`src/rtl/sevenseg_pkg.sv`:
```
// Shared types and constants for the seven-segment display write sequencer.
package sevenseg_pkg;

  typedef enum logic [2:0] {
    ST_IDLE,
    ST_WR0,
    ST_WR1,
    ST_WR2,
    ST_WR3
  } state_e;

  localparam logic [2:0] REG_V0     = 3'd0;
  localparam logic [2:0] REG_V1     = 3'd1;
  localparam logic [2:0] REG_V2     = 3'd2;
  localparam logic [2:0] REG_MASK   = 3'd3;
  localparam logic [2:0] REG_CTRL   = 3'd4;
  localparam logic [2:0] REG_STATUS = 3'd5;

  localparam int CTRL_LZB      = 0;
  localparam int CTRL_BLINK    = 1;
  localparam int CTRL_COMMIT   = 2;
  localparam int CTRL_RATE_LSB = 4;

  localparam logic [1:0] DREG_D0   = 2'd0;
  localparam logic [1:0] DREG_D1   = 2'd1;
  localparam logic [1:0] DREG_D2   = 2'd2;
  localparam logic [1:0] DREG_MASK = 2'd3;

endpackage

```
`src/rtl/sevenseg_blink_timer.sv`:
```
// Blink timebase: prescaler of TICK_DIV cycles, unit counter up to RATE,
// toggling phase and a one-cycle registered tick per half-period.
module sevenseg_blink_timer #(
  parameter int TICK_DIV = 5000000,
  parameter int TICK_W   = 23
) (
  input  logic       clk,
  input  logic       rst,
  input  logic       en,
  input  logic [3:0] rate,
  output logic       phase,
  output logic       tick
);

  logic [TICK_W-1:0] pre_q, pre_d;
  logic [3:0]        unit_q, unit_d;
  logic              phase_q, phase_d;
  logic              tick_q, tick_d;
  logic              unit_pulse;

  always_comb begin
    unit_pulse = (pre_q == TICK_W'(TICK_DIV - 1));
    pre_d      = '0;
    unit_d     = '0;
    phase_d    = 1'b1;
    tick_d     = 1'b0;
    if (en) begin
      pre_d   = unit_pulse ? '0 : pre_q + TICK_W'(1);
      unit_d  = unit_q;
      phase_d = phase_q;
      if (unit_pulse) begin
        // >= so a RATE lowered mid-count still terminates the period
        if (unit_q >= rate) begin
          unit_d  = '0;
          phase_d = ~phase_q;
          tick_d  = 1'b1;
        end else begin
          unit_d = unit_q + 4'd1;
        end
      end
    end
  end

  always_ff @(posedge clk) begin
    if (rst) begin
      pre_q   <= '0;
      unit_q  <= '0;
      phase_q <= 1'b1;
      tick_q  <= 1'b0;
    end else begin
      pre_q   <= pre_d;
      unit_q  <= unit_d;
      phase_q <= phase_d;
      tick_q  <= tick_d;
    end
  end

  assign phase = phase_q;
  assign tick  = tick_q;

endmodule

```
`src/rtl/sevenseg_ctrl.sv`:
```
// CPU-facing sequencer that bursts shadow digits/mask into the display.
// SEVENSEG_CTRL_READBACK_EN enables CPU readback of the shadow registers.
module sevenseg_ctrl
  import sevenseg_pkg::*;
#(
  parameter int TICK_DIV = 5000000,
  parameter int TICK_W   = 23
) (
  input  logic       clk,
  input  logic       rst,
  input  logic       cs,
  input  logic       rw,
  input  logic [2:0] addr,
  input  logic [7:0] data_in,
  output logic [7:0] data_out,
  output logic       seg_cs,
  output logic       seg_rw,
  output logic [1:0] seg_addr,
  output logic [7:0] seg_data,
  output logic       busy
);

  logic [2:0][7:0] v_q, v_d, s_q, s_d;
  logic [5:0]      m_q, m_d, sm_q, sm_d;
  logic            lzb_q, lzb_d, blink_q, blink_d, slzb_q, slzb_d;
  logic [3:0]      rate_q, rate_d;
  state_e          state_q, state_d;
  logic            cpend_q, cpend_d, tpend_q, tpend_d;
  logic            seg_cs_q, seg_cs_d, seg_rw_q, seg_rw_d;
  logic [1:0]      seg_addr_q, seg_addr_d;
  logic [7:0]      seg_data_q, seg_data_d;
  logic            phase, tick, wr_en, commit_req, allz;
  logic [23:0]     sval;
  logic [5:0]      lz;
  logic [7:0]      em;

  sevenseg_blink_timer #(.TICK_DIV(TICK_DIV), .TICK_W(TICK_W)) u_timer (
    .clk   (clk),
    .rst   (rst),
    .en    (blink_q),
    .rate  (rate_q),
    .phase (phase),
    .tick  (tick)
  );

  assign wr_en      = cs & ~rw;
  assign commit_req = wr_en && (addr == REG_CTRL) && data_in[CTRL_COMMIT];
  assign busy       = (state_q != ST_IDLE);

  // Blank a digit only while it and every more-significant digit are zero.
  always_comb begin
    sval = {s_q[2], s_q[1], s_q[0]};
    allz = 1'b1;
    lz   = 6'h3f;
    for (int i = 5; i >= 1; i--) begin
      allz = allz & (sval[4*i +: 4] == 4'h0);
      if (slzb_q && allz) lz[i] = 1'b0;
    end
    em = {2'b00, sm_q & lz & {6{phase | ~blink_q}}};
  end

  always_comb begin
    v_d = v_q; m_d = m_q; lzb_d = lzb_q; blink_d = blink_q; rate_d = rate_q;
    s_d = s_q; sm_d = sm_q; slzb_d = slzb_q;
    state_d = state_q; cpend_d = cpend_q; tpend_d = tpend_q;
    seg_cs_d = 1'b0; seg_rw_d = 1'b1;
    seg_addr_d = seg_addr_q; seg_data_d = seg_data_q;

    if (wr_en) begin
      case (addr)
        REG_V0:   v_d[0] = data_in;
        REG_V1:   v_d[1] = data_in;
        REG_V2:   v_d[2] = data_in;
        REG_MASK: m_d = data_in[5:0];
        REG_CTRL: begin
          lzb_d   = data_in[CTRL_LZB];
          blink_d = data_in[CTRL_BLINK];
          rate_d  = data_in[CTRL_RATE_LSB +: 4];
        end
        default: ;
      endcase
    end

    case (state_q)
      ST_IDLE: begin
        if (commit_req || cpend_q) begin
          state_d = ST_WR0;
          s_d     = v_q;
          sm_d    = m_q;
          slzb_d  = commit_req ? data_in[CTRL_LZB] : lzb_q;
          cpend_d = 1'b0;
          tpend_d = 1'b0;
        end else if (tick || tpend_q) begin
          state_d = ST_WR3;
          tpend_d = 1'b0;
        end
      end
      ST_WR0:  state_d = ST_WR1;
      ST_WR1:  state_d = ST_WR2;
      ST_WR2:  state_d = ST_WR3;
      default: state_d = ST_IDLE;
    endcase

    // A pending full burst rewrites the mask anyway, so it swallows ticks.
    if (state_q != ST_IDLE) begin
      if (commit_req) begin
        cpend_d = 1'b1;
        tpend_d = 1'b0;
      end else if (tick && !cpend_q) begin
        tpend_d = 1'b1;
      end
    end

    case (state_d)
      ST_WR0: begin seg_cs_d = 1'b1; seg_rw_d = 1'b0; seg_addr_d = DREG_D0;   seg_data_d = s_d[0]; end
      ST_WR1: begin seg_cs_d = 1'b1; seg_rw_d = 1'b0; seg_addr_d = DREG_D1;   seg_data_d = s_q[1]; end
      ST_WR2: begin seg_cs_d = 1'b1; seg_rw_d = 1'b0; seg_addr_d = DREG_D2;   seg_data_d = s_q[2]; end
      ST_WR3: begin seg_cs_d = 1'b1; seg_rw_d = 1'b0; seg_addr_d = DREG_MASK; seg_data_d = em;     end
      default: ;
    endcase
  end

  always_ff @(posedge clk) begin
    if (rst) begin
      v_q <= '0; m_q <= '0; lzb_q <= 1'b0; blink_q <= 1'b0; rate_q <= '0;
      s_q <= '0; sm_q <= '0; slzb_q <= 1'b0;
      state_q <= ST_IDLE; cpend_q <= 1'b0; tpend_q <= 1'b0;
      seg_cs_q <= 1'b0; seg_rw_q <= 1'b1; seg_addr_q <= '0; seg_data_q <= '0;
    end else begin
      v_q <= v_d; m_q <= m_d; lzb_q <= lzb_d; blink_q <= blink_d; rate_q <= rate_d;
      s_q <= s_d; sm_q <= sm_d; slzb_q <= slzb_d;
      state_q <= state_d; cpend_q <= cpend_d; tpend_q <= tpend_d;
      seg_cs_q <= seg_cs_d; seg_rw_q <= seg_rw_d; seg_addr_q <= seg_addr_d; seg_data_q <= seg_data_d;
    end
  end

  assign seg_cs   = seg_cs_q;
  assign seg_rw   = seg_rw_q;
  assign seg_addr = seg_addr_q;
  assign seg_data = seg_data_q;

  always_comb begin
    data_out = 8'h00;
    case (addr)
      REG_STATUS: data_out = {5'b0, phase, cpend_q, busy};
`ifdef SEVENSEG_CTRL_READBACK_EN
      REG_V0:     data_out = v_q[0];
      REG_V1:     data_out = v_q[1];
      REG_V2:     data_out = v_q[2];
      REG_MASK:   data_out = {2'b00, m_q};
      REG_CTRL:   data_out = {rate_q, 2'b00, blink_q, lzb_q};
`endif
      default:    data_out = 8'h00;
    endcase
  end

endmodule

```
`config.mk`:
```
export PLATFORM = sky130hd
export DESIGN_NAME = sevenseg_ctrl
export DESIGN_NICKNAME = d
export VERILOG_FILES = /design/src/rtl/sevenseg_pkg.sv /design/src/rtl/sevenseg_blink_timer.sv /design/src/rtl/sevenseg_ctrl.sv
export SDC_FILE = /design/constraint.sdc
export NUM_CORES = 1
export LEC_CHECK = 0
export CAP_MARGIN = 20
export CORE_ASPECT_RATIO = 0.9
export CORE_UTILIZATION = 55
export CTS_BUF_LIST = sky130_fd_sc_hd__clkbuf_16
export DETAILED_ROUTE_END_ITERATION = 16
export MAX_ROUTING_LAYER = met4
export PLACE_DENSITY = 0.72
export SLEW_MARGIN = 10
export SYNTH_ARGS = -nofsm -noshare
export SYNTH_HDL_FRONTEND = slang
export SYNTH_SLANG_ARGS = --single-unit
```
`constraint.sdc`:
```
create_clock -name clk -period 2 [get_ports clk]
set_input_delay 0.4 -clock clk [delete_from_list [all_inputs] [get_ports clk]]
set_output_delay 0.4 -clock clk [all_outputs]
set_load 0.05 [all_outputs]
```
# == Word-level counts from Yosys, hierarchy flattened ==
# Index checks and enable logic that the tools add are counted.
# W data, S select, Z words.
# op_classes
reduce_logical,31
n_eq_ne,13
bitwise_logic,12
n_mux,28
n_lt_le_gt_ge,1
n_addsub,2
# ops
op,count
$pmux W8 S4,1
$add A23 B1 Y23 const B,1
$eq A23 B23 Y1 const B,1
$logic_not A4 Y1,5
$mux W1,19
$eq A3 B2 Y1 const B,6
$mux W8,2
$reduce_and A2 Y1,7
$and A6 B6 Y6,2
$pmux W3 S4,1
$eq A3 B1 Y1 const B,3
$eq A3 B3 Y1 const B,3
$mux W3,3
$logic_and A1 B1 Y1,8
$pmux W2 S4,1
$logic_not A3 Y1,2
$reduce_or A3 Y1,2
$and A1 B1 Y1,5
$add A4 B1 Y4 const B,1
$ge A4 B4 Y1,1
$mux W4,1
$not A1 Y1,4
$reduce_bool A4 Y1,1
$reduce_or A4 Y1,1
other kinds (5),6
# totals
wordCells,110
ff_bits,113
out_inout_bits,21

# == Longest topological paths before layout ==
# Gate-level depths: netlist of the first run.
# logic_depth
ltp_word,10
mapped_depth,8

# == Cells and area by module ==
# Synthesis of the first run repeated with hierarchy kept, for this count alone.
# hier_totals
cells_unflattened,564
area_unflattened_um2,4770.8
# by_module_without_submodules
mod,seq_area_each_um2,area_per_inst_um2,n_inst,cells_per_inst
sevenseg_ctrl,1661.6,3369.5,1,399
sevenseg_blink_timer,580.6,1401.3,1,165

# == Worst setup path after synthesis of the first run ==
# Ideal clock, no wire load.
# synth_path
path_kind,register to output
start,reg state_q[2]
end,out data_out[0]
t_arrival_ps,1491
n_path_buf,1
stages_incl_launch_ff,5
setup_slack_ps,109
path_cell_list,dfxtp_1 > buf_2 > nor3_4 > inv_1 > and3_1
# synth_between
elab_chain_len,2
# synth_lines
element,line,text
start: declaration,sevenseg_ctrl.sv:27,"state_e state_q, state_d;"
start signal: assignment,sevenseg_ctrl.sv:132,state_q <= state_d; cpend_q <= cpend_d; tpend_q <= tpend_d;
$reduce_bool A3 Y1,sevenseg_ctrl.sv:48,assign busy = (state_q != ST_IDLE);
via busy,sevenseg_ctrl.sv:20,output logic busy
$mux W3,sevenseg_ctrl.sv:144,case (addr)
end: declaration,sevenseg_ctrl.sv:15,"output logic [7:0] data_out,"
# The timed path passes the listed nets, and every way through them passes these cells.

# == Worst setup path in the final report of the first run ==
# layout_path
start,in addr[1]
end,out data_out[2]
# layout_between
elab_chain_len,2
# layout_lines
element,line,text
start: declaration,sevenseg_ctrl.sv:13,"input logic [2:0] addr,"
$eq A3 B3 Y1,sevenseg_ctrl.sv:144,
$mux W3,sevenseg_ctrl.sv:144,
# No other way between the ends.

==> results of run 1 <==
[worst register-to-register path: stages (launching register included)]
cell and delay [ps]:
sky130_fd_sc_hd__dfxtp_1 390, sky130_fd_sc_hd__inv_1 80, sky130_fd_sc_hd__ha_1 260, sky130_fd_sc_hd__nand2b_1 110, sky130_fd_sc_hd__a2111oi_2 70, sky130_fd_sc_hd__or3_4 440, sky130_fd_sc_hd__or3_1 370, sky130_fd_sc_hd__nand3_1 80
[layout by cell type (no fill, tap or decap), types with 6 or more instances in the layout]
master                            count
sky130_fd_sc_hd__clkbuf_16            9
sky130_fd_sc_hd__nor2b_1              6
sky130_fd_sc_hd__nor2_1              69
sky130_fd_sc_hd__a21oi_1             33
sky130_fd_sc_hd__clkdlybuf4s50_1     25
sky130_fd_sc_hd__mux2i_1             37
sky130_fd_sc_hd__and3_1              14
sky130_fd_sc_hd__nand3_1             16
sky130_fd_sc_hd__dfxtp_1            109
sky130_fd_sc_hd__nor3_1               9
sky130_fd_sc_hd__nand2_1             68
sky130_fd_sc_hd__nand4_1             11
sky130_fd_sc_hd__inv_1                9
sky130_fd_sc_hd__buf_12               8
sky130_fd_sc_hd__xor2_1              15
sky130_fd_sc_hd__buf_4               35
sky130_fd_sc_hd__ha_1                 6
[logic make-up after synthesis]
logic type	Yosys count	synth area share (%)
AOI/OAI and AO/OA	80	11.6
and+or+nand+nor	234	24.2
xor gates and xnor gates	20	3.67
other	1	0.0787
buffers and inverters	43	4.49
adders and majority gates	6	1.57
muxes	37	7.77
DFF	111	46.6
[timing repair]
item,in CTS,in global routing
resized for setup,0,11
endpoints found under the hold margin,0,0
buffers inserted,0,0
endpoints found under the setup margin,0,32
[final timing paths]
kind / start / endpoint / slack (ps) / cells after the start
setup reg to reg: u_timer.unit_q[0] / u_timer.phase / 140 / 7
setup / recovery: addr[1] / data_out[2] / 50 / 5
hold reg to reg: v_q[12] / s_q[12] / 450 / 2
hold / removal: rst / blink_q / 370 / 2
[metal layers]
layer	track usage, %	up-vias
met3	5.73	23
met5	-	-
met1	35.7	1929
met2	42.5	139
met4	7.73	0
li1	-	1951
[report_power, final]
| group | internal, W | switching (W) | leakage [nW] |
|---|---|---|---|
| sequential | 0.00223 | 0.0000139 | 0.896 |
| clock | 0.000859 | 0.000828 | 0.140 |
| combinational | 0.000108 | 0.000169 | 1.22 |
| total | 0.00320 | 0.00101 | 2.26 |
[per-stage QoR]
stage | power, W | hold WS (ps) | utilization (%) | worst slack (ps)
floorplan | 0.00245 | 431 | - | 109
global placement | 0.00256 | 434 | 66.1 | -258
detailed placement | 0.00257 | 444 | 66.1 | -300
CTS | 0.00423 | 368 | 69.5 | 16.2
global route | 0.00435 | 386 | 69.9 | -9.06
finish | 0.00421 | 371 | 69.9 | 52.1
[Yosys cell counts, drive strengths merged, types with 4 or more instances]
master  count  area, µm²
dfxtp     111       2220
a31oi       4       25.0
nor2b       7       43.8
mux2i      37        370
xor2       15        131
buf        24        143
o21ai      10       50.0
ha          6       75.1
nor2       71        269
and4        5       43.8
and3       16        100
a21oi      34        174
nor4        5       31.3
nand4      11       68.8
inv         9       33.8
o221ai      4       35.0
and2        4       25.0
nor3       10       61.3
a221oi      5       43.8
nand3      16       80.1
a311oi      4       52.6
nand2      68        255
or3         6       37.5
clkbuf      9       33.8
xnor2       5       43.8
[area by class of cell]
cell class	count	area (µm²)
repair buffers	70	689
fillers	669	2480
inverters	10	37.5
well taps	115	144
clock inverters	7	51.3
multi-input cells	382	2370
clock buffers	9	225
flip-flops and latches	111	2220
[registers in the layout, indices dropped and copies added (netlist names)]
| name | count |
|---|---|
| v_q | 24 |
| u_timer.tick | 1 |
| seg_addr | 2 |
| u_timer.unit_q | 4 |
| u_timer.phase | 1 |
| seg_data | 8 |
| sm_q | 6 |
| tpend_q | 1 |
| u_timer.pre_q | 23 |
| slzb_q | 1 |
| blink_q | 1 |
| lzb_q | 1 |
| seg_rw | 1 |
| s_q | 22 |
| rate_q | 4 |
| m_q | 6 |
| cpend_q | 1 |
| state_q | 3 |
| seg_cs | 1 |
==> results summary, run 1 <==
The number of remaining DRC errors is 0. The detailed-routing wirelength on met1 came out at roughly 5.1 mm. The wire length of the first global-routing pass came out at around 19 mm.

In the synthesized netlist the dominant register cell turns out to be sky130_fd_sc_hd__dfxtp_1. The count of TritonRoute iterations in the first routing pass came out at 4. The number of antenna diodes in the final layout is 0. The worst relative slew slack is 66.6%.

The shortest clock period the worst path allows after layout came out at between 1500 and 2000 ps. The total track usage is 27.2%. For this run, asynchronously set or reset flops after synthesis account for 0%. The worst setup path is launched from an input pin. The H-tree was split into 3 levels. The horizontal die dimension came out at 100 µm. Row generation in the floorplan step produced 31 rows. The peak ir drop on the vdd network came out at between 0.0005 and 0.0006 V.

Counting flops and latches in the post-synthesis netlist gives 111. The y dimension of the die is 90.3 µm. The final instance area came out at 5750 µm². The fraction of final layout cells with drive strength greater than 1 is a little over an eighth. The total half-perimeter wirelength after legalization and detailed placement is 8.22 mm. The average instance area after synthesis came out at ~9 µm². The initial antenna violation count is 0. The sum of met3 wire segment lengths after detailed routing came out at a little under 700 µm. The largest single stage delay on the critical path is 460 ps. The area of the placeable core is 8220 µm². The wire length on met2 came out at 5.27 mm. The sequential cell area fraction in the yosys report is approximately 47%.

The floorplan step defined a die boundary enclosing 9040 µm². The distinct cell type count after synthesis is 56. The sum of buffers and inverters on the critical path came out at 3.

Of all nets on the critical path, the largest fanout is 5. The setup TNS after final layout came out at 0 ps. The final RePlAce weighted congestion came out at 0.940. The number of hold-repair buffers added at the cts stage is 0. The tree is rooted in a sky130_fd_sc_hd__clkbuf_16. STA classifies the critical path endpoint as an output pin. In this run the power density over the cells is between 700 and 800 nW/µm².

CTS saw between 100 and 150 sinks. The final count of hold timing violations is 0. After technology mapping, the gate count stands at 532. The period utilization is 97.4%. The clock latency reported for the late side of the worst-skew pair came out at 350 ps. The post-detailed-route via-to-cell ratio came out at 5.74.

The first routing iteration left 201 violations. The final route contains roughly 4000 vias. Yosys printed 0 warnings.

Across the routed clock network, the largest skew measured is between 7 and 8 ps. The signal on the critical path passes through clkdlybuf4s50_1 -> buf_4 -> nor2b_2 -> and3_1 -> buf_12. At the worst endpoint, the arrival time is 1550 ps. The synthesized design contains 0 enable-type register cells. For this design, the slowest cell found on the critical path is sky130_fd_sc_hd__clkdlybuf4s50_1. The initial core utilization came out at roughly 58%.

After detailed routing, no signal wire sits above met4. The TritonCTS clock tree is yes. The cell area after synthesis is 4770 µm². The total detailed-routing wirelength came out at 11.3 mm.

The area overhead of the layout relative to synthesis is 20.5%. The number of placed instances with taps included is 688. In this run the static leakage power is 2.26 nW. TritonCTS created 9 clock buffers.

The register clock-pin slew on the reported worst setup and hold paths is 70 ps. The number of nets at the end of the flow is 605. After detailed routing, the average wire length per cell comes to 16.0 µm.

The number of max-slew violations in the final report is 0. The achievable frequency came out at 513 MHz. The largest buffer count on any clock path is 2. The count of buffers added on input and output ports is 30. The number of I/O pins is 36. The flow ran to the end, and the final reports show no timing, DRC or antenna violations.

By startpoint and endpoint, the worst setup path is classified as input pin to output pin. Broken down by cell family, the worst path's largest delay share belongs to buffers and inverters. The standard cell area after detailed placement is roughly 5400 µm². The via count of the first global-routing pass came out at 3852. Across the run, the number of max-cap violations was 0. The endpoint required time on the critical path is 1600 ps. The total of endpoints with negative setup slack in the final report came out at 0.

The worst hold path belongs to the class input pin to flip-flop. The count of placed standard cells in the final layout, fillers left out is ~700. The count of nets left with antenna violations after detail routing came out at 0.

At the pin with the least slew margin, the transition time is between 500 and 600 ps. The pin count of the biggest net entering global routing came out at 70. The global route total overflow came out at 0.
Power figures use the tool's default switching activity.
==> run 2: changes to the inputs <==
CORE_MARGIN = 3   (was default)
==> results summary, run 2 (synthesized netlist as in run 1, its figures left out) <==
Registers with the most flip-flops: v_q x24, u_timer.pre_q x23, s_q x22 (unchanged). The shortest clock period the worst path allows after layout came to 1940 ps (was 1950 ps). The combinational share of power came out at 6.7% (was 6.6%). The path category of the worst min-delay check is input pin to flip-flop (unchanged).

The flip-flop count of the largest register after layout came out at 24 (unchanged). The number of placement rows is 31 (unchanged). Result of the run: complete, no violations (unchanged).

The post-CTS setup buffer count came out at 0 (unchanged). The sum of buffers and inverters on the critical path is 2 (was 3). The total half-perimeter wirelength after legalization and detailed placement came out at 8.13 mm (was 8.22 mm). The number of hold-repair buffers added at the cts stage came to 0 (unchanged). The proportion of power drawn by flip-flops and latches is 54.2% (was 53.3%). The switching power summed over all nets was 0.000966 W (was 0.00101 W).

The worst relative slew slack was 65.9% (was 66.6%). The count of nets left with antenna violations after detail routing is 0 (unchanged). The maximum clock skew at final layout was 9.15 ps (was 7.01 ps). The initial core utilization came out at 58.0% (unchanged). The iteration-0 DRC count of the detailed router is 193 (was 201). The count of TritonRoute iterations in the first routing pass is 6 (was 4). The leakage power is 2.23 nW (was 2.26 nW). The final RePlAce weighted congestion came out at 0.942 (was 0.940). The ratio of total power to cell area is 723 nW/µm² (was 732 nW/µm²). The clock latency reported for the late side of the worst-skew pair came out at 340 ps (was 350 ps). The fraction of final layout cells with drive strength greater than 1 is 12.5% (was 13.1%). The count of placed standard cells in the final layout, fillers left out came out at 700 (was 704). The via count of the first global-routing pass came out at 3700 (was 3852).

The CTS buffer count was 9 (unchanged). The area of the placeable core came out at 8220 µm² (unchanged). The standard cell area after detailed placement is 5430 µm² (was 5440 µm²). The register with the highest flop count is v_q (unchanged). The number of fillers in the final layout is 674 (was 669). The cell at the root of the clock tree was sky130_fd_sc_hd__clkbuf_16 (unchanged). The die area was 9820 µm² (was 9040 µm²).

The number of buffer cells added on primary ports came to 30 (unchanged). The final instance area came out at 5730 µm² (was 5750 µm²). The slew of the pin with the lowest slew margin came out at 509 ps (was 500 ps). The wire length of the first global-routing pass came to 18.7 mm (was 18.8 mm). The number of placed instances with taps included was 685 (was 688). The data arrival time of the critical path came out at 2180 ps (was 1550 ps). The critical path's slowest cell was sky130_fd_sc_hd__clkdlybuf4s50_1 (unchanged).

The number of clock sinks came out at 111 (unchanged). The H-tree level count came out at 3 (unchanged). The share of total power consumed by net switching is 23.4% (was 24.0%).

The area overhead of the layout relative to synthesis came out at 20.2% (was 20.5%). The number of I/O pins was 36 (unchanged). The endpoint required time on the critical path came out at 2240 ps (was 1600 ps). The number of nets at the end of the flow came to 602 (was 605). The register clock-pin slew on the reported worst setup and hold paths is 70 ps (about the same). The global route total overflow came out at 0 (unchanged).

The y dimension of the die came out at 94.3 µm (was 90.3 µm). The total detailed-routing wirelength is 11.3 mm (about the same). The number of max-cap violations came out at 0 (unchanged). The worst setup slack after placement came out at -401 ps (was -300 ps).

The top fanout value on the critical path is 5 (unchanged). The kind of cell adding the most delay to the critical path was compound AO/OA/AOI/OAI gates (was buffers and inverters). The achievable frequency is 515 MHz (was 513 MHz). Setup repair after global routing left no endpoint under its margin. The worst hold slack came out at 429 ps (was 371 ps).

The initial antenna violation count is 0 (unchanged). The TritonCTS clock tree is yes (unchanged). The number of vias in the routed layout is 3990 (was 4042). The startpoint kind of the worst setup timing path was an input pin (unchanged). The period utilization came out at 97.0% (was 97.4%). The largest stage delay on the critical path is 520 ps (was 460 ps).

The kind of end point of the critical path is a flip-flop (was output pin). The leading cell type in the layout, fill and taps excluded was sky130_fd_sc_hd__dfxtp_1 (unchanged). The peak ir drop on the vdd network came to 0.000574 V (was 0.000518 V). The number of max-slew violations in the final report is 0 (unchanged). The average routed wire per standard cell came out at 16.2 µm (was 16.0 µm). Commonest non-fill, non-tap cells in the layout: sky130_fd_sc_hd__dfxtp_1, sky130_fd_sc_hd__nor2_1, sky130_fd_sc_hd__nand2_1, sky130_fd_sc_hd__mux2i_1, sky130_fd_sc_hd__a21oi_1 (was sky130_fd_sc_hd__dfxtp_1, sky130_fd_sc_hd__nor2_1, sky130_fd_sc_hd__nand2_1, sky130_fd_sc_hd__mux2i_1, sky130_fd_sc_hd__buf_4).

The final worst setup slack is 59.3 ps (was 52.1 ps). The post-detailed-route via-to-cell ratio came out at 5.70 (was 5.74). The horizontal die dimension came out at 104 µm (was 100 µm). Worst path cell trace: clkdlybuf4s50_1 -> and3b_1 -> buf_4 -> a21oi_2 -> a31oi_2 -> nor2_1 -> a311oi_1 (was clkdlybuf4s50_1 -> buf_4 -> nor2b_2 -> and3_1 -> buf_12).

The critical path class is input pin to flip-flop (was input pin to output pin). The final count of hold timing violations is 0 (unchanged). The pin count of the biggest net entering global routing came out at 65 (was 70).

The total power came out at 0.00414 W (was 0.00421 W). The largest buffer count on any clock path came to 2 (unchanged). The total internal power came out at 0.00317 W (was 0.00320 W).

The total track usage came out at 24.6% (was 27.2%). The total of endpoints with negative setup slack in the final report came to 0 (unchanged). The count of inserted antenna diode cells came out at 0 (unchanged). The number of remaining DRC errors came out at 0 (unchanged). The clock group share of total power is 39.1% (was 40.1%).
-- run 2: metal layers --
metal / vias to the layer above / wire, µm / global-route usage, % / share of wire (%)
met3: 15 / 495 / 5.50 / 4.4
met2: 116 / 5280 / 39.3 / 47
li1: 1958 / - / - / -
met4: 0 / 176 / 6.42 / 1.6
met5: - / 0 / - / 0
met1: 1901 / 5360 / 31.9 / 47
-- run 2: power groups by stage --
stage	Clock (W)	Combinational (W)	Sequential [W]
floorplan	0	0.000130	0.00232
global placement	0	0.000271	0.00229
detailed placement	0	0.000274	0.00229
CTS	0.00165	0.000275	0.00224
global route	0.00174	0.000296	0.00224
finish	0.00162	0.000278	0.00224
-- run 2: path summary, 6_finish.rpt --
kind                          start             to  slack, ps  depth (start not counted)
hold reg to reg             v_q[14]        s_q[14]        450                          2
setup reg to reg  u_timer.unit_q[0]  u_timer.phase        130                          7
hold / removal                  rst          lzb_q        430                          2
setup / recovery         data_in[2]    seg_data[4]         60                          7
-- run 2: final cells by class --
class                           instances  area [µm²]  share of cell area (%)
Multi-Input combinational cell        382        2380                    41.6
Sequential cell                       111        2230                    38.9
Timing Repair Buffer                   67         676                    11.8
Clock buffer                            9         225                    3.93
Tap cell                              115         144                    2.51
Clock inverter                          6        38.8                   0.677
Inverter                               10        37.5                   0.655
-- run 2: through the flow --
| stage | setup TNS (ps) | utilization (%) |
|---|---|---|
| final | 0 | 69.7 |
| after global routing | 0 | 69.7 |
| after CTS | -0.0848 | 69.2 |
| after detailed placement | -14170 | 66.0 |
| after global placement | -13940 | 66.0 |
| after floorplan | 0 | - |
-- run 2: timing repair --
item | in CTS | in global routing
endpoints found under the hold margin | 0 | 0
gates resized for setup | 1 | 10
endpoints found under the setup margin | 23 | 22
==> run 3: changes to the inputs <==
GPL_ROUTABILITY_DRIVEN = 0   (was default)
SLEW_MARGIN = 20   (was 10)
==> results of run 3 <==
Same layout as run 2: the final DEF is identical, and so are final timing and power.
==> variant 1, RTL diff (flow settings as in run 3) <==
Add a define of `SEVENSEG_CTRL_READBACK_EN`.
--- a/src/rtl/sevenseg_ctrl.sv
+++ b/src/rtl/sevenseg_ctrl.sv
@@ -1,4 +1,6 @@
 // CPU-facing sequencer that bursts shadow digits/mask into the display.
 // SEVENSEG_CTRL_READBACK_EN enables CPU readback of the shadow registers.
+`define SEVENSEG_CTRL_READBACK_EN
+
 module sevenseg_ctrl
   import sevenseg_pkg::*;
Formal check against the unedited RTL: not equivalent (a bounded check fails within 4 cycles, from zero or initial values and one cycle with rst high).
==> variant 1 against run 3 <==
The run now ends with setup timing left; via count rose by 20%; cell area is 19% higher; worst hold slack lost 0.061 ns; first-iteration DRC count rose by 110%; wire length up 32%; register-to-register slack lost 0.09 ns; maximum frequency down 9.4%; synthesized area up 5.2%; cell count is 17% higher; sequential cell count is 2 higher; power grew 42%; setup slack worse by 0.20 ns; highest routed layer unchanged.
==> variant 1: results (changes against run 3) <==
Drt
  • Met2 wire length: 6.90 mm (was 5.28 mm)
  • Detailed-route via count: 4790 (was 3990)
  • Drt wl/cell: 18.2 µm (was 16.2 µm)
  • Initial DRC Count: 399 (was 193)
  • 1st-pass router iterations: 5 (was 6)

Min path
  • Hold path cells: 3 (was 2)
  • WHS Endpoint: state_q[1]$_SDFF_PP0_ (was lzb_q$_SDFFE_PP0N_)

Global routing
  • Global-route wire length before repair: 22.7 mm (was 18.7 mm)
  • Met1 Use GR: 38.1% (was 31.9%)
  • Met3 usage: 6.64% (was 5.50%)
  • Vias in the first global route: 4475 (was 3700)
  • Pin count of the biggest net entering global routing: 80 (was 65)

Worst setup path
  • Crit path launch: state_q[1]$_SDFF_PP0_ (was data_in[2])
  • Largest fanout on the critical path: 2 (was 5)
  • Worst R2R End: seg_data[2]$_SDFFE_PP0N_ (was u_timer.phase$_SDFFE_PP1P_)
  • R2R Setup Slk: 0.04 ns (was 0.13 ns)
  • Worst path max stage delay: 0.32 ns (was 0.52 ns)
  • Worst EP arrival: 1.74 ns (was 2.18 ns)
  • Critical Path Sink: data_out[0] (was seg_data[4]$_SDFFE_PP0N_)

Clocking
  • CTS Buf Count: 17 (was 9)
  • # resized after CTS: 40 (was 1)
  • Worst-Skew Late Latency: 0.41 ns (was 0.34 ns)
  • Postcts setup bufs: 13 (was 0)
  • CTS H-Tree Depth: 4 (was 3)

STA
  • Layout Skew: 0.00576 ns (was 0.00915 ns)
  • Worst hold slack: 0.368 ns (was 0.429 ns)
  • Slack of the critical path: -0.142 ns (was 0.0593 ns)
  • Max transition margin: 55.7% (was 65.9%)
  • Final setup fails: 2 (was 0)

Place
  • DP Worst Slack: -0.466 ns (was -0.401 ns)

Synthesis
  • Post-Synth Adder-Cell Area: 1.50% (was 1.57%)
  • Compound-cell area share of the yosys netlist: 12.2% (was 11.6%)
  • Top post-synthesis cells by count: 113 x dfxtp_1, 97 x nand2_1, 71 x nor2_1, 66 x a21oi_1, 40 x nand3_1 (was 111 x dfxtp_1, 70 x nor2_1, 68 x nand2_1, 37 x mux2i_1, 33 x a21oi_1)
  • Synth Instances: 595 (was 532)
  • Post-synthesis xor/xnor area fraction: 4.37% (was 3.67%)
  • Post-synthesis mux area share: 7.09% (was 7.77%)
  • Top cells by area, synth: dfxtp_1 45%, nand2_1 7.3%, a21oi_1 6.6%, nor2_1 5.3%, mux2i_1 4.4% (was dfxtp_1 47%, mux2i_1 7.8%, nor2_1 5.5%, nand2_1 5.4%, a21oi_1 3.5%)

Finish
  • Register area: 2270 µm² (was 2230 µm²)
  • Nets: 711 (was 602)
  • Largest regs: s_q: 24 flops, v_q: 24 flops, u_timer.pre_q: 23 flops (was v_q: 24 flops, u_timer.pre_q: 23 flops, s_q: 22 flops)
  • Fillers: 595 (was 674)

Power
  • P_leak: 2.60 nW (was 2.23 nW)

Status
  • Status: finished with violations (was complete, no violations)
  • Failing checks: setup timing
## variant 1: kinds of logic after synthesis
kind of cell	after synthesis
compound gates	101
xor+xnor	25
fa+ha+maj	6
buf+inv	48
flops	113
mux	29
simple gates	273
## variant 1: cell type report
class | instances | area share (%)
multi-input combinational | 434 | 39.1
sequential | 113 | 33.3
timing repair buffer | 109 | 15.4
clock buffer | 17 | 6.23
clock inverter | 15 | 2.93
tap | 119 | 2.18
inverter | 15 | 0.824
## variant 1: critical path: cells and delay by family, from the launching register on
kind                   cells  cell delay [ns]
AND/OR/NAND/NOR            1             0.18
AO/OA/AOI/OAI              3             0.39
buffers and inverters      3             0.43
flip-flops                 1             0.32
## variant 1: where the power goes
| part | total [mW] | switching (mW) | internal [mW] | leakage [nW] |
|---|---|---|---|---|
| Sequential | 2.29 | 0.0163 | 2.27 | 0.915 |
| Combinational | 0.358 | 0.204 | 0.154 | 1.37 |
| Clock | 3.22 | 1.05 | 2.18 | 0.315 |
| Total | 5.87 | 1.27 | 4.60 | 2.60 |
==> variant 2, RTL diff (config.mk and constraints of run 3) <==
Made on the original files. Remove the register `seg_rw_q`: a continuous assignment takes its place, so the output `seg_rw` follows one clock earlier.
--- a/src/rtl/sevenseg_ctrl.sv
+++ b/src/rtl/sevenseg_ctrl.sv
@@ -126,12 +126,14 @@
       s_q <= '0; sm_q <= '0; slzb_q <= 1'b0;
       state_q <= ST_IDLE; cpend_q <= 1'b0; tpend_q <= 1'b0;
-      seg_cs_q <= 1'b0; seg_rw_q <= 1'b1; seg_addr_q <= '0; seg_data_q <= '0;
+      seg_cs_q <= 1'b0; seg_addr_q <= '0; seg_data_q <= '0;
     end else begin
       v_q <= v_d; m_q <= m_d; lzb_q <= lzb_d; blink_q <= blink_d; rate_q <= rate_d;
       s_q <= s_d; sm_q <= sm_d; slzb_q <= slzb_d;
       state_q <= state_d; cpend_q <= cpend_d; tpend_q <= tpend_d;
-      seg_cs_q <= seg_cs_d; seg_rw_q <= seg_rw_d; seg_addr_q <= seg_addr_d; seg_data_q <= seg_data_d;
+      seg_cs_q <= seg_cs_d; seg_addr_q <= seg_addr_d; seg_data_q <= seg_data_d;
     end
   end
+
+  assign seg_rw_q = seg_rw_d;
 
   assign seg_cs   = seg_cs_q;
Behaviour: not the same (a bounded check fails within 4 cycles, from zero or initial values and one cycle with rst high).
==> variant 2 against run 3 <==
Sequential cell count is 3 lower; critical path depth is 6 lower; power is 2.5% higher; setup slack worse by 0.0080 ns; wire length is 3.2% lower; cell area is 0.66% lower; synthesized area is 3.8% lower; sequential power is 3% lower.
==> variant 2: results (changes against run 3) <==
Clocking
  • Root buf cell: clkbuf_16 (unchanged)
  • Clk slew on worst S/H paths: 0.08 ns
  • Worst-Skew Late Latency: around 0.35 ns
  • CTS Buf Count: 9 (unchanged)
  • Max Root-Sink Buffers: 2 (unchanged)
  • CTS H-Tree Depth: 3 (unchanged)

Drt
  • Vias/cell: 5.72 (was 5.70)
  • Drt total wl: 10.9 mm (was 11.3 mm)
  • 1st-pass router iterations: 5 (was 6)
  • Initial DRC Count: 216 (was 193)

Power
  • VDD IR-drop max: 0.404 mV (was 0.574 mV)
  • P_leak: 2.16 nW (was 2.23 nW)

Worst setup path
  • Largest fanout on the critical path: 3 (was 5)
  • R2R Setup Slk: 0.06 ns (was 0.13 ns)
  • Worst path max stage delay: 0.83 ns (was 0.52 ns)
  • Critical-path cell with the highest stage delay: clkdlybuf4s50_1 (unchanged)
  • Family with the most delay on the worst path: buffers and inverters (was compound AO/OA/AOI/OAI gates)
  • Worst EP arrival: 1.55 ns (was 2.18 ns)

Synthesis
  • Top cells by area, synth: dfxtp_1 47%, mux2i_1 8.1%, nor2_1 7.0%, nand2_1 6.2%, a21oi_1 3.6% (was dfxtp_1 47%, mux2i_1 7.8%, nor2_1 5.5%, nand2_1 5.4%, a21oi_1 3.5%)
  • Register area share after synthesis: 47.1% (was 46.6%)
  • Top post-synthesis cells by count: 108 x dfxtp_1, 86 x nor2_1, 76 x nand2_1, 37 x mux2i_1, 33 x a21oi_1 (was 111 x dfxtp_1, 70 x nor2_1, 68 x nand2_1, 37 x mux2i_1, 33 x a21oi_1)
  • Avg Inst Size Synth: 8.82 µm² (was 8.96 µm²)
  • YS warnings: 0 (unchanged)
  • Yosys cell types: 56 (unchanged)
  • Async S/R FF share, synth: 0% (unchanged)

Finish
  • Fillers: 608 (was 674)
  • Largest regs: v_q: 24 flops, u_timer.pre_q: 23 flops, s_q: 20 flops (was v_q: 24 flops, u_timer.pre_q: 23 flops, s_q: 22 flops)
  • Non-filler cells, final: 675 (was 700)
  • Nets: 595 (was 602)
  • Inserted Diodes: 0 (unchanged)
  • Share of post-route cells with drive strength above 1: 15.2% (was 12.5%)

Min path
  • Tightest Hold Check Type: input pin to flop (unchanged)

Place
  • Placed Cells incl. Taps: 656 (was 685)
  • IO Port Bufs: 30 (unchanged)
  • Hpwl dp: 7.55 mm (was 8.13 mm)

Status
  • Status: complete, no violations (unchanged)

Global routing
  • Initial antenna violation count: 0 (unchanged)
  • Overall routing resource usage: 24.8% (was 24.6%)
  • Pin count of the biggest net entering global routing: 81 (was 65)
  • Vias in the first global route: 3678 (was 3700)
  • Global-route wire length before repair: 17.8 mm (was 18.7 mm)

STA
  • Layout Skew: 0.00613 ns (was 0.00915 ns)
  • Actual slew at the worst max-slew pin: 0.617 ns (was 0.509 ns)
variant 2: cell types whose count changed after synthesis, sizes merged, moves of 7 or more:
| cell | change |
|---|---|
| nand3 | -9 |
| buf | -13 |
| o21ai | -7 |
| clkbuf | +11 |
| nand2 | +8 |
| nor2 | +16 |
| a22oi | +9 |
| and3 | -8 |
variant 2: repair_timing:
item / CTS / global route
gates resized for setup: 21 / 4
gates cloned: 0 / 1
endpoints found under the setup margin: 25 / 5
buffers inserted: 1 / 1
pin swaps: 4 / 2
variant 2: layout make-up:
type / instances / share of cell area [%]
multi-input combinational: 375 / 41.4
sequential: 108 / 38.0
timing repair buffer: 69 / 12.2
clock buffer: 9 / 3.96
tap: 96 / 2.11
clock inverter: 7 / 1.58
inverter: 11 / 0.726
variant 2: worst paths after layout:
| kind | startpoint | end | cells past startpoint |
|---|---|---|---|
| max | seg_data[2]$_SDFFE_PP0N_ | seg_data[2] | 1 |
| min | rst | u_timer.phase$_SDFFE_PP1P_ | 3 |
| max reg2reg | u_timer.pre_q[12]$_SDFF_PP0_ | u_timer.unit_q[3]$_SDFFE_PP0P_ | 6 |
| min reg2reg | s_q[5]$_SDFF_PP0_ | s_q[5]$_SDFF_PP0_ | 2 |
variant 2: cells by family after synthesis:
kind of cell               synth area share [%]
xor gates and xnor gates                   4.01
and+or+nand+nor                            25.1
DFF                                        47.1
adders and majority gates                  1.64
AOI/OAI and AO/OA                          9.77
other                                    0.0818
buffers and inverters                      4.17
muxes                                      8.07
variant 2: layer usage:
metal	share of wire [%]	track usage (%)	vias up
met4	1.6	6.67	0
met1	49	33.7	1839
li1	-	-	1899
met3	4.9	6.78	21
met5	0	-	-
met2	44	36.5	102
variant 2: power breakdown:
group | leakage, nW | switching (mW) | internal [mW]
logic | 1.13 | 0.133 | 0.0837
registers | 0.870 | 0.00857 | 2.16
clock network | 0.156 | 0.846 | 1.01
total | 2.16 | 0.988 | 3.25
variant 2: through the flow:
stage	setup TNS [ns]	hold WS [ns]	instance area [µm²]	worst slack, ns	power [mW]
after floorplan	0	0.430	4610	0.118	2.33
after global placement	-11.87	0.441	5270	-0.385	2.43
after detailed placement	-13.41	0.445	5270	-0.419	2.43
after CTS	0	0.411	5640	0.0421	4.28
after global routing	-0.0102	0.442	5690	-0.00602	4.39
final	0	0.427	5690	0.0513	4.24
